File: config.mk
export PLATFORM = sky130hd
export DESIGN_NAME = mem_arbiter
export DESIGN_NICKNAME = d
export VERILOG_FILES = /design/src/rtl/mem_arbiter.sv
export SDC_FILE = /design/constraint.sdc
export NUM_CORES = 1
export LEC_CHECK = 0
export BUFFER_PORTS_ARGS = -buffer_cell sky130_fd_sc_hd__buf_2
export CAP_MARGIN = 0
export CORE_UTILIZATION = 41
export DETAILED_ROUTE_END_ITERATION = 16
export GPL_TIMING_DRIVEN = 0
export HOLD_SLACK_MARGIN = 0.1
export PLACE_DENSITY = 0.75
export SLEW_MARGIN = 20
export SYNTH_ARGS = -nofsm -noshare
export SYNTH_HDL_FRONTEND = slang
export SYNTH_SLANG_ARGS = --single-unit
export TNS_END_PERCENT = 10
File: constraint.sdc
create_clock -name clk -period 2.6 [get_ports clk]
set_clock_uncertainty 0.2 [all_clocks]
set_input_delay 0.52 -clock clk [delete_from_list [all_inputs] [get_ports clk]]
set_output_delay 0.52 -clock clk [all_outputs]
set_load 0.01 [all_outputs]
File: src/rtl/mem_arbiter.sv
// mem_arbiter: arbitrates the single-port, fixed-latency unified memory
// between instruction fetch (IF, read only) and the MEM stage (loads/stores).
// Every access runs IDLE -> ISSUE -> WAIT (LAT cycles) -> DONE.
// The ack is a one-cycle pulse in DONE.
//
// Parameters: AW address width, DW data width, LAT memory read latency (1..15).
//
// Ports:
//   clk, rst                  clock (rising edge), asynchronous active-high reset
//   if_req/if_addr/if_flush   fetch request, address, cancel in-flight fetch
//   if_ack/if_rdata/if_stall  fetch completion pulse, instruction, stall
//   d_req/d_wr/d_addr/d_wdata data request, store flag, address, store data
//   d_ack/d_rdata/d_stall     data completion pulse, load data, stall
//   halt                      blocks new fetch grants (data is still served)
//   mem_en/mem_wr/mem_addr/mem_wdata  one-cycle access strobe and qualifiers
//   mem_rdata                 read data, valid LAT cycles after the mem_en cycle
//
// Optional build macro MEM_ARB_PERF_CNT_EN adds the saturating 16-bit counters
// if_stall_cnt, d_stall_cnt and conflict_cnt.
module mem_arbiter #(
  parameter int AW  = 16,
  parameter int DW  = 16,
  parameter int LAT = 4
) (
  input  logic          clk,
  input  logic          rst,
  input  logic          if_req,
  input  logic [AW-1:0] if_addr,
  input  logic          if_flush,
  output logic          if_ack,
  output logic [DW-1:0] if_rdata,
  output logic          if_stall,
  input  logic          d_req,
  input  logic          d_wr,
  input  logic [AW-1:0] d_addr,
  input  logic [DW-1:0] d_wdata,
  output logic          d_ack,
  output logic [DW-1:0] d_rdata,
  output logic          d_stall,
  input  logic          halt,
  output logic          mem_en,
  output logic          mem_wr,
  output logic [AW-1:0] mem_addr,
  output logic [DW-1:0] mem_wdata,
`ifdef MEM_ARB_PERF_CNT_EN
  output logic [15:0]   if_stall_cnt,
  output logic [15:0]   d_stall_cnt,
  output logic [15:0]   conflict_cnt,
`endif
  input  logic [DW-1:0] mem_rdata
);

  typedef enum logic [1:0] {IDLE, ISSUE, WAIT, DONE} state_t;

  localparam logic       OWNER_IF = 1'b0;
  localparam logic       OWNER_D  = 1'b1;
  localparam logic [3:0] CNT_INIT = 4'(LAT - 1);

  state_t        state_reg, state_next;
  logic [3:0]    cnt_reg;
  logic          owner_reg;
  logic          wr_reg;    // store flag of the current access, kept past ISSUE
  logic          drop_reg;  // in-flight fetch was flushed: no ack, no capture
  logic          mem_wr_reg;
  logic [AW-1:0] mem_addr_reg;
  logic [DW-1:0] mem_wdata_reg;
  logic [DW-1:0] if_rdata_reg, d_rdata_reg;
  logic          grant_d, grant_if;
  logic          last_wait;

  // State register
  always_ff @(posedge clk or posedge rst) begin
    if (rst) state_reg <= IDLE;
    else     state_reg <= state_next;
  end

  // Next state, grants and strobes
  always_comb begin
    state_next = state_reg;
    grant_d    = 1'b0;
    grant_if   = 1'b0;
    mem_en     = 1'b0;
    if_ack     = 1'b0;
    d_ack      = 1'b0;
    case (state_reg)
      IDLE: begin
        // Data wins: MEM holds the older instruction.
        if (d_req) begin
          grant_d    = 1'b1;
          state_next = ISSUE;
        end else if (if_req && !halt) begin
          grant_if   = 1'b1;
          state_next = ISSUE;
        end
      end
      ISSUE: begin
        mem_en     = 1'b1;
        state_next = WAIT;
      end
      WAIT: begin
        if (cnt_reg == 4'd0) state_next = DONE;
      end
      DONE: begin
        // Requests are not evaluated here: the requester still holds req
        // during its own ack cycle.
        if_ack     = (owner_reg == OWNER_IF) && !drop_reg;
        d_ack      = (owner_reg == OWNER_D);
        state_next = IDLE;
      end
      default: state_next = IDLE;
    endcase
  end

  assign last_wait = (state_reg == WAIT) && (cnt_reg == 4'd0);

  // Datapath: access qualifiers, latency counter, ownership, read capture
  always_ff @(posedge clk or posedge rst) begin
    if (rst) begin
      cnt_reg       <= 4'd0;
      owner_reg     <= OWNER_IF;
      wr_reg        <= 1'b0;
      drop_reg      <= 1'b0;
      mem_wr_reg    <= 1'b0;
      mem_addr_reg  <= '0;
      mem_wdata_reg <= '0;
      if_rdata_reg  <= '0;
      d_rdata_reg   <= '0;
    end else begin
      // Qualifiers are loaded on the grant edge so they are valid exactly
      // in ISSUE, and fall back to zero on the next edge.
      mem_wr_reg    <= 1'b0;
      mem_addr_reg  <= '0;
      mem_wdata_reg <= '0;
      if (grant_d) begin
        owner_reg     <= OWNER_D;
        wr_reg        <= d_wr;
        mem_wr_reg    <= d_wr;
        mem_addr_reg  <= d_addr;
        mem_wdata_reg <= d_wr ? d_wdata : '0;
      end else if (grant_if) begin
        owner_reg    <= OWNER_IF;
        wr_reg       <= 1'b0;
        mem_addr_reg <= if_addr;
      end

      if (state_reg == ISSUE)
        cnt_reg <= CNT_INIT;
      else if (state_reg == WAIT && cnt_reg != 4'd0)
        cnt_reg <= cnt_reg - 4'd1;

      if (state_reg == DONE)
        drop_reg <= 1'b0;
      else if (if_flush && owner_reg == OWNER_IF &&
               (state_reg == ISSUE || state_reg == WAIT))
        drop_reg <= 1'b1;

      // A flush arriving in the capture cycle itself must also block the
      // update, hence the direct if_flush term next to drop_reg.
      if (last_wait) begin
        if (owner_reg == OWNER_IF && !drop_reg && !if_flush)
          if_rdata_reg <= mem_rdata;
        if (owner_reg == OWNER_D && !wr_reg)
          d_rdata_reg <= mem_rdata;
      end
    end
  end

  assign mem_wr    = mem_wr_reg;
  assign mem_addr  = mem_addr_reg;
  assign mem_wdata = mem_wdata_reg;
  assign if_rdata  = if_rdata_reg;
  assign d_rdata   = d_rdata_reg;

  // Stalls are forced low while reset is held so every output reads zero.
  assign if_stall = if_req & ~if_ack & ~rst;
  assign d_stall  = d_req & ~d_ack & ~rst;

`ifdef MEM_ARB_PERF_CNT_EN
  // Index 0: IF stall cycles, 1: data stall cycles, 2: IDLE-edge conflicts.
  logic [2:0] perf_inc;
  assign perf_inc[0] = if_stall;
  assign perf_inc[1] = d_stall;
  assign perf_inc[2] = (state_reg == IDLE) && d_req && if_req;

  for (genvar gi = 0; gi < 3; gi++) begin : g_perf
    logic [15:0] cnt_reg;
    always_ff @(posedge clk or posedge rst) begin
      if (rst)
        cnt_reg <= 16'd0;
      else if (perf_inc[gi] && cnt_reg != 16'hFFFF)
        cnt_reg <= cnt_reg + 16'd1;
    end
  end

  assign if_stall_cnt = g_perf[0].cnt_reg;
  assign d_stall_cnt  = g_perf[1].cnt_reg;
  assign conflict_cnt = g_perf[2].cnt_reg;
`endif

endmodule
==> impl_results.md <==
* Run status: finished clean
* Die Wd at 86.7 µm
* Post-Syn Area at 2940 µm²
* Share of flip-flops with an asynchronous set or reset at 1.00
* Grt total ovfl at 0
* DIE HEIGHT at 86.7 µm
* Worst setup path category: input pin to primary output
* Final setup TNS at 0 ps
* DP Wirelength at 4680 µm
* Reg-to-reg startpoint: state_reg[0]
* Core Region at 6870 µm²
* Final Max Slew Viols at 0
* Vias at 2,134
* Post-synthesis area per instance at 14.7 µm²
* CTS buffer count at 9
* Pwr Density at 902 nW/µm²
* Maximum VDD drop at 0.414 mV
* Total iterations of the first detailed-routing run at 4
* Clock Power Share at 0.264
* Detailed Route Iter0 Violations at 30
* Final worst path period share at 0.860
* Sw Ratio at 0.300
* WL final at 6090 µm
* Pleak at 2.30 nW
* Post-synth top cells: dfrtp_1, mux2_2, and2_1, a22o_1, mux2_4
* Count of different cell masters after synthesis at 36
* Logic pwr share at 0.306
* Worst-case clock buffer depth at 2
* Vias in the first global route at 2,209
* Reg2Reg Depth at 7
* Reg clk slew, reported paths at 80 ps
* RR Endpoint: d_rdata[6]
* Num rows at 30
* Reg2Reg Setup Slack at 500 ps
* Max Cap Viol at 0
* Crit path DAT at 1520 ps
* Clk_lat worst skew at 340 ps
* Share of cells above drive strength 1 at 0.557
* Area Overhead vs Synth at 37.3%
* Leading area contributor after synthesis: dfrtp_1
* Worst Hold Class: input pin to register
* Yosys reg bits at 74
* Synthesized Nets at 278
* ANT nets after route at 0
* Setup crit start: rst
* Antenna Cells at 0
* Maximum fanout along the worst path at 3
* Post-Layout Inst Area at 4040 µm²
* GRT Util Overall at 0.176
* CTS tree: yes
* Final setup viols at 0
* Placed Area at 3810 µm²
* Die area at 7510 µm²
* Num Clock Sinks at 74
* NetSw at 0.00109 W
* EDFF count, synth at 0
* Endpoint, Worst Hold: mem_wdata[15]
* # IOs at 141
* Endpoints failing hold at 0
* Fmax at 447 MHz
* Least-Margin Pin Slew at 506 ps
* Pin count of the biggest net entering global routing at 33
* # port buffers at 140
* Vias/cell at 4.69
* Drt drc at 0
* Pint at 0.00255 W
* Crit. End Element: primary output
* Clock Tree Root: clkbuf_8
* Postcts setup bufs at 0
* WHS at 182 ps
* First-pass GRT wire length at 9940 µm
* RePlAce Congestion at 0.836
* Initial antenna violation count at 0
* Yosys warnings at 0
* Nets at 432
* Post-synth top area share at 0.630
* RSZ-0062 raised after global routing: no
* Synth area leaders: dfrtp_1, mux2_2, mux2_4
* Most numerous cell in the Yosys netlist: dfrtp_1
* Final Critical Period at 2240 ps
* Tot Pwr at 0.00364 W
* Most frequent cell on the critical path: buf_2
* Flop pwr share at 0.430
* CP max stage cell: dlygate4sd3_1
* Startpoint of the most critical hold path: d_wdata[15]
* Cell depth of the worst min-delay path at 2
* Worst setup SP type: input pin
* Post-synth top flop: dfrtp_1
* Slew margin rel. at 0.662
* Initial core utilization at 0.428
* H-tree depth at 3
* Crit-path cells: dlygate4sd3_1, buf_2, nor3b_1, buf_2
* CP max stage delay at 530 ps
* Drt wl/cell at 13.4 µm
* Req. time, crit path at 1880 ps
* Mapped Cells at 200
* Seq/Total Area, Yosys at 0.630
layer usage:
metal | track usage | up-vias | part of all wire
met5 | 0 | - | 0
met4 | 0.0894 | 0 | 0.023
met3 | 0.0429 | 12 | 0.061
met2 | 0.307 | 87 | 0.50
met1 | 0.202 | 1026 | 0.42
li1 | - | 1009 | -
what timing repair did:
action / 4_1_cts / 5_1_grt
endpoints found under the hold margin: 18 / 0
gates resized for setup: 0 / 0
hold buffers: 1 / 0
cells in the final DEF, fill, tap and decap left out, types with 2 or more instances in the layout:
cell type and instances:
dfrtp_1 74, inv_6 2, bufinv_16 2, mux2_4 10, a21oi_1 3, mux2_2 23, ha_1 7, and3_1 2
and2_1 18, nand2_1 4, clkinv_2 2, nor3_1 2, mux2i_1 2, nand2b_1 2, buf_2 142, inv_1 8
clkbuf_8 10, clkbuf_1 4, nor2_1 3, a22o_1 16
worst max-delay path by stage:
stage / depth (start not counted) / endpoint
2_1_floorplan: 7 / d_rdata[0]
3_3_place_gp: 7 / d_rdata[9]
3_5_place_dp: 7 / d_rdata[6]
4_1_cts: 4 / if_stall
5_1_grt: 4 / if_stall
6_report: 4 / if_stall
kinds of logic after synthesis:
group	Yosys count	synth area share
AOI/OAI and AO/OA	26	0.0711
adders and majority gates	7	0.0298
buffers and inverters	17	0.0298
muxes	35	0.146
and+or+nand+nor	41	0.0932
DFF	74	0.630
worst max-delay path: cells and delay by family:
family                 cells  cell delay, ps
buffers and inverters      3             830
AND/OR/NAND/NOR            1             170
area by class of cell:
class | count | area [µm²]
Fill cell | 574 | 2830
Sequential cell | 74 | 1850
Multi-Input combinational cell | 109 | 1000
Timing Repair Buffer | 143 | 758
Clock buffer | 10 | 128
Tap cell | 96 | 120
Clock inverter | 6 | 87.6
Buffer | 8 | 53.8
Inverter | 9 | 37.5
metrics by stage:
| stage | setup slack, ps | instances | util |
|---|---|---|---|
| final | 364 | 455 | 0.588 |
| after global routing | 235 | 455 | 0.588 |
| after CTS | 344 | 455 | 0.588 |
| after detailed placement | 485 | 438 | 0.555 |
| after global placement | 512 | 436 | 0.548 |
| after floorplan | 656 | 200 | - |
power groups by stage:
stage,clock network (W),logic [W],registers (W)
floorplan,0,0.000594,0.00168
global placement,0,0.00109,0.00157
detailed placement,0,0.00112,0.00159
CTS,0.000988,0.00113,0.00157
global route,0.00104,0.00124,0.00160
finish,0.000961,0.00111,0.00157
Power figures use the tool's default switching activity.
